File: src/rtl/bitstream_pkg.sv
// bitstream_pkg: constants and state encoding shared by the frame transmitter
// and the receive-side preamble detector, so both ends agree on the pattern.
package bitstream_pkg;

    localparam logic [31:0] PREAMBLE     = 32'h5555_5555;
    localparam int          PREAMBLE_LEN = 32;

    // PAR is only reachable when the parity option is compiled in.
    typedef enum logic [1:0] {
        IDLE = 2'd0,
        PRE  = 2'd1,
        DATA = 2'd2,
        PAR  = 2'd3
    } tx_state_t;

endpackage

File: src/rtl/bitstream_frame_tx_bit_tick_gen.sv
// bit_tick_gen: bit-period divider. Counts 0..BIT_DIV-1 and wraps; clr parks
// the counter at 0. tick marks the last cycle of a bit, stb the first.
module bit_tick_gen #(
    parameter int BIT_DIV = 1
) (
    input  logic clk,
    input  logic rst,
    input  logic clr,
    output logic tick,
    output logic stb
);

    localparam int             CW   = (BIT_DIV > 1) ? $clog2(BIT_DIV) : 1;
    localparam logic [CW-1:0]  LAST = CW'(BIT_DIV - 1);

    logic [CW-1:0] cnt;

    // Divider counter: held at 0 while cleared, wraps after the last cycle of a bit.
    always_ff @(posedge clk or posedge rst) begin
        if (rst) begin
            cnt <= '0;
        end else if (clr || (cnt == LAST)) begin
            cnt <= '0;
        end else begin
            cnt <= cnt + CW'(1);
        end
    end

    assign tick = (cnt == LAST);
    assign stb  = (cnt == '0);

endmodule

File: src/rtl/bitstream_frame_tx.sv
// bitstream_frame_tx: bit-serial frame transmitter. A frame is a 32-bit
// alternating preamble followed by FRAME_BYTES payload bytes, LSB first.
// Optional feature macro: BITSTREAM_TX_PARITY_EN appends one even-parity bit
// after every payload byte (PAR state) and moves the byte-load points to the
// end of that bit.
//
// state | meaning
// IDLE  | line low, divider parked; din_valid_i starts a frame
// PRE   | sending preamble bits 0..31
// DATA  | sending shift[0], shifting right once per bit
// PAR   | sending the parity bit of the current byte (option only)
module bitstream_frame_tx
    import bitstream_pkg::*;
#(
    parameter int BIT_DIV     = 1,
    parameter int FRAME_BYTES = 4
) (
    input  logic       clk,
    input  logic       rst,
    input  logic [7:0] din_i,
    input  logic       din_valid_i,
    output logic       din_ready_o,
    output logic       data_o,
    output logic       bit_stb_o,
    output logic       busy_o,
    output logic       done_o,
    output logic       underrun_o
);

    localparam logic [4:0] PRE_LAST  = 5'(PREAMBLE_LEN - 1);
    localparam logic [7:0] LAST_BYTE = 8'(FRAME_BYTES - 1);

    tx_state_t  state, state_nx;
    logic [4:0] bit_idx, bit_idx_nx;
    logic [7:0] byte_idx, byte_idx_nx;
    logic [7:0] shift, shift_nx;
    logic       data_nx, stb_nx, done_nx, under_nx;
    logic       tick, stb, clr;
    logic       last_pre, byte_end, load_pt;
`ifdef BITSTREAM_TX_PARITY_EN
    logic       par_bit, par_nx;
`endif

    assign clr = (state == IDLE);

    bit_tick_gen #(
        .BIT_DIV(BIT_DIV)
    ) u_tick (
        .clk (clk),
        .rst (rst),
        .clr (clr),
        .tick(tick),
        .stb (stb)
    );

    assign last_pre = (state == PRE) && (bit_idx == PRE_LAST);
`ifdef BITSTREAM_TX_PARITY_EN
    assign byte_end = (state == PAR);
`else
    assign byte_end = (state == DATA) && (bit_idx == 5'd7);
`endif
    // Load points fall on the last cycle of the preamble and of every byte but
    // the final one; this is a pure state decode so din_valid_i never feeds it.
    assign load_pt     = tick && (last_pre || (byte_end && (byte_idx != LAST_BYTE)));
    assign din_ready_o = load_pt;

    // Next-state, counter and output decode.
    always_comb begin
        state_nx    = state;
        bit_idx_nx  = bit_idx;
        byte_idx_nx = byte_idx;
        shift_nx    = shift;
        done_nx     = 1'b0;
        under_nx    = 1'b0;
`ifdef BITSTREAM_TX_PARITY_EN
        par_nx      = par_bit;
`endif
        if (load_pt) begin
            if (din_valid_i) begin
                state_nx    = DATA;
                shift_nx    = din_i;
                bit_idx_nx  = 5'd0;
                byte_idx_nx = last_pre ? 8'd0 : byte_idx + 8'd1;
`ifdef BITSTREAM_TX_PARITY_EN
                par_nx      = ^din_i;
`endif
            end else begin
                state_nx = IDLE;
                under_nx = 1'b1;
            end
        end else begin
            case (state)
                IDLE: begin
                    // Only start from a parked divider so bit 0 gets a full period.
                    if (din_valid_i && stb) begin
                        state_nx    = PRE;
                        bit_idx_nx  = 5'd0;
                        byte_idx_nx = 8'd0;
                    end
                end
                PRE: begin
                    if (tick) begin
                        bit_idx_nx = bit_idx + 5'd1;
                    end
                end
                DATA: begin
                    if (tick) begin
                        if (bit_idx == 5'd7) begin
`ifdef BITSTREAM_TX_PARITY_EN
                            state_nx = PAR;
`else
                            // Not a load point here, so this was the final byte.
                            state_nx = IDLE;
                            done_nx  = 1'b1;
`endif
                        end else begin
                            bit_idx_nx = bit_idx + 5'd1;
                            shift_nx   = shift >> 1;
                        end
                    end
                end
`ifdef BITSTREAM_TX_PARITY_EN
                PAR: begin
                    if (tick) begin
                        state_nx = IDLE;
                        done_nx  = 1'b1;
                    end
                end
`endif
                default: state_nx = IDLE;
            endcase
        end

        case (state_nx)
            PRE:     data_nx = PREAMBLE[bit_idx_nx];
            DATA:    data_nx = shift_nx[0];
`ifdef BITSTREAM_TX_PARITY_EN
            PAR:     data_nx = par_nx;
`endif
            default: data_nx = 1'b0;
        endcase

        // The divider reads 0 next cycle when it is cleared now or wraps now.
        stb_nx = (state_nx != IDLE) && (clr || tick);
    end

    // State, counters and registered outputs.
    always_ff @(posedge clk or posedge rst) begin
        if (rst) begin
            state      <= IDLE;
            bit_idx    <= 5'd0;
            byte_idx   <= 8'd0;
            shift      <= 8'd0;
            data_o     <= 1'b0;
            bit_stb_o  <= 1'b0;
            busy_o     <= 1'b0;
            done_o     <= 1'b0;
            underrun_o <= 1'b0;
        end else begin
            state      <= state_nx;
            bit_idx    <= bit_idx_nx;
            byte_idx   <= byte_idx_nx;
            shift      <= shift_nx;
            data_o     <= data_nx;
            bit_stb_o  <= stb_nx;
            busy_o     <= (state_nx != IDLE);
            done_o     <= done_nx;
            underrun_o <= under_nx;
        end
    end

`ifdef BITSTREAM_TX_PARITY_EN
    // Parity of the loaded byte, captured whole since the shifter loses bits.
    always_ff @(posedge clk or posedge rst) begin
        if (rst) begin
            par_bit <= 1'b0;
        end else begin
            par_bit <= par_nx;
        end
    end
`endif

endmodule

File: config.mk
export PLATFORM = sky130hd
export DESIGN_NAME = bitstream_frame_tx
export DESIGN_NICKNAME = d
export VERILOG_FILES = /design/src/rtl/bitstream_pkg.sv /design/src/rtl/bitstream_frame_tx_bit_tick_gen.sv /design/src/rtl/bitstream_frame_tx.sv
export SDC_FILE = /design/constraint.sdc
export NUM_CORES = 1
export LEC_CHECK = 0
export BUFFER_PORTS_ARGS = -buffer_cell sky130_fd_sc_hd__buf_4
export CORE_MARGIN = 3
export CORE_UTILIZATION = 40
export CTS_CLUSTER_DIAMETER = 120
export DETAILED_ROUTE_END_ITERATION = 10
export PLACE_DENSITY = 0.57
export RECOVER_POWER = 100
export SLEW_MARGIN = 20
export SYNTH_ARGS = -nofsm -noshare
export SYNTH_HDL_FRONTEND = slang
export SYNTH_SLANG_ARGS = --single-unit
File: constraint.sdc
create_clock -name clk -period 3.8 [get_ports clk]
set_input_delay 0.38 -clock clk [delete_from_list [all_inputs] [get_ports clk]]
set_output_delay 0.38 -clock clk [all_outputs]
set_load 0.02 [all_outputs]
==> impl_metrics.json <==
{
  "p_leak_nw": 0.8871,
  "crit_type": "reg -> reg",
  "gp_congestion": 0.8850,
  "rsz0062_at_grt": "false",
  "grt_max_degree": 30,
  "clock-root-buffer": "clkbuf_8",
  "hold_viol_final": 0,
  "clockBufferDepth": 2,
  "synth_area_leaders": "dfrtp_1, ha_1, a21o_1",
  "cts_tree": "done",
  "yosysMostFrequentCell": "dfrtp_1",
  "yosys_warnings": 0,
  "cts_made_buffers": 5,
  "synth_xor_area_share_pct": 0,
  "synth-compound-area-share_pct": 22.29,
  "p_per_area_nw_per_um2": 527.5,
  "diodes": 0,
  "dieHeight_um": 72.39,
  "min_path_type": "in -> reg",
  "vias": 1367,
  "synth_common_cells": "dfrtp_1, ha_1, nor2_1",
  "fin_crit_sh_pct": 79.06,
  "syn-num-nets": 189,
  "io_buffers": 16,
  "drtPass1Iterations": 4,
  "ctsResizeCount": 0,
  "synthAdderAreaFrac_pct": 7.097,
  "synth_top_family_by_area": "simple AND/OR/NAND/NOR gates",
  "setup_viol": 0,
  "worst_setup_path_start_kind": "register",
  "antenna_found_initial": 0,
  "drive_gt1_share_pct": 15.96,
  "slew_headroom_pct": 25.89,
  "route.detailed.drc": 0,
  "timing.max_cap.violations": 0,
  "clock_insertion_delay_worst_skew_ps": 280,
  "worst_r2r_path_depth": 9,
  "whs_path_depth": 3,
  "required_ps": 3970,
  "detail_route.wl_per_cell_um": 15.19,
  "grt_busiest_layer": "met2",
  "period_minus_slack_ps": 3004,
  "die_area_um2": 5240,
  "setup_tns_ps": 0,
  "end_kind": "register",
  "seq_area_frac_synth_pct": 41.16,
  "vias_per_cell": 5.744,
  "synthSimpleGateAreaFrac_pct": 23.00,
  "cts.sinks": 29,
  "yosysTopAreaCell": "dfrtp_1",
  "worstMarginPinSlew_ps": 1110,
  "ant_nets": 0,
  "grt_pass1_wl_mm": 6.141,
  "fin_hold_ws_ps": 312.5,
  "synthCells": 168,
  "yosys-mux-area-fraction_pct": 2.555,
  "grt_usage_pct": 14.87,
  "grt_pass1_vias": 1343,
  "synthToLayoutAreaGrowth_pct": 11.43,
  "drt_iter0_markers": 58,
  "synth_edf_count": 0,
  "critPathArrivalTime_ps": 3170,
  "htree_levels": 2,
  "start_util_pct": 42.84,
  "timing.fmax_mhz": 332.9,
  "dpl_cell_area_um2": 1914,
  "yosys_register_bits": 29,
  "io_pins": 17,
  "use_met1_pct": 19.81,
  "yosysTopAreaCellShare_pct": 41.16,
  "synth_flop_cell": "dfrtp_1",
  "grt_use_met2_pct": 23.76,
  "skew_ps": 4.658,
  "num_rows": 23,
  "fin_nets": 208,
  "wl_mm": 3.615,
  "synth_area_um2": 1763,
  "die_width_um": 72.39,
  "cts_setup_buffers": 0,
  "syn_area_per_cell_um2": 10.49,
  "grt-ovfl-total": 0,
  "async_flop_share_pct": 100.0,
  "dp_hpwl_mm": 2.675,
  "core_area_um2": 4115,
  "run_status": "finished, final reports clean",
  "cts_hold_buf": 0,
  "cp_max_fo": 13,
  "cts.clk_slew.worst_paths_ps": 60,
  "stdcell_area_um2": 1964,
  "ir_drop_mv": 0.2582,
  "yosys.cell_types.count": 52,
  "globalRouteMet3Util_pct": 3.463,
  "finalMaxSlewViolations": 0
}
==> critical path: stages, from the launching register on <==
cell and delay (ps):
dfrtp_1 420, ha_1 250, and3_1 170, ha_1 210, nand2_1 210, a21oi_1 800
a21oi_1 150, ha_1 350, o211a_1 130, a32o_1 200
==> registers in the layout, indices dropped and copies added (netlist names) <==
signal / count
u_tick.cnt: 1
byte_idx: 8
shift: 8
state: 2
busy_o: 1
done_o: 1
data_o: 1
underrun_o: 1
bit_stb_o: 1
bit_idx: 5
==> power breakdown <==
| part | total (mW) | leakage, nW | switching [mW] | internal [mW] |
|---|---|---|---|---|
| Combinational | 0.239 | 0.445 | 0.129 | 0.111 |
| Clock | 0.378 | 0.0681 | 0.117 | 0.260 |
| Sequential | 0.419 | 0.374 | 0.0511 | 0.368 |
==> stage by stage <==
stage | total power, mW | utilization [%] | setup WS, ps | std cells
after floorplan | 0.6087 | - | 1279 | 168
after global placement | 0.6817 | 46.52 | 1327 | 230
after detailed placement | 0.6880 | 46.52 | 1191 | 230
after CTS | 1.070 | 49.77 | 1180 | 238
after global routing | 1.097 | 47.73 | 560.7 | 238
final | 1.036 | 47.73 | 795.7 | 238
==> worst paths after layout <==
kind	from	to	slack, ps
worst max-delay path	bit_idx[0]	data_o	800
worst min-delay path	din_i[7]	shift[7]	310
worst max register to register	bit_idx[0]	data_o	800
worst min register to register	shift[4]	shift[4]	480
max in group asynchronous	rst	bit_idx[3]	2740
min in group asynchronous	rst	byte_idx[0]	390
==> logic make-up (layout without fill, tap and decap cells) <==
group / after synthesis / count (layout)
AO/OA/AOI/OAI: 54 / 54
multiplexers: 3 / 3
AND/OR/NAND/NOR: 58 / 58
other: 1 / 1
buffers and inverters: 13 / 33
adder cells (fa/ha/maj): 10 / 10
flip-flops: 29 / 29
==> cell usage in the layout, fill, tap and decap left out, types with 5 or more instances in the layout <==
cell type	count
a21o_1	7
a21oi_1	10
a22o_1	6
buf_4	9
clkbuf_1	6
clkbuf_8	5
dfrtp_1	29
ha_1	10
inv_1	8
nand2_1	10
nand3_1	6
nor2_1	10
o21ai_0	7
o21ai_1	7
==> cell type report <==
class                   count  area, µm²
clock buffers               5      68.82
clock inverters             3      65.06
fillers                   418       2151
well taps                  50      62.56
inverters                   9      33.78
repair buffers             16      97.59
flip-flops and latches     29      725.7
multi-input cells         126      910.9
==> metal layers <==
| layer | part of all wire (%) | wire (µm) | up-vias |
|---|---|---|---|
| met1 | 47 | 1703 | 667 |
| met4 | 1.3 | 48 | 0 |
| li1 | - | - | 660 |
| met3 | 5.0 | 181 | 5 |
| met5 | 0 | 0 | - |
| met2 | 47 | 1681 | 35 |
No activity file was read; power rests on OpenSTA's default activity.
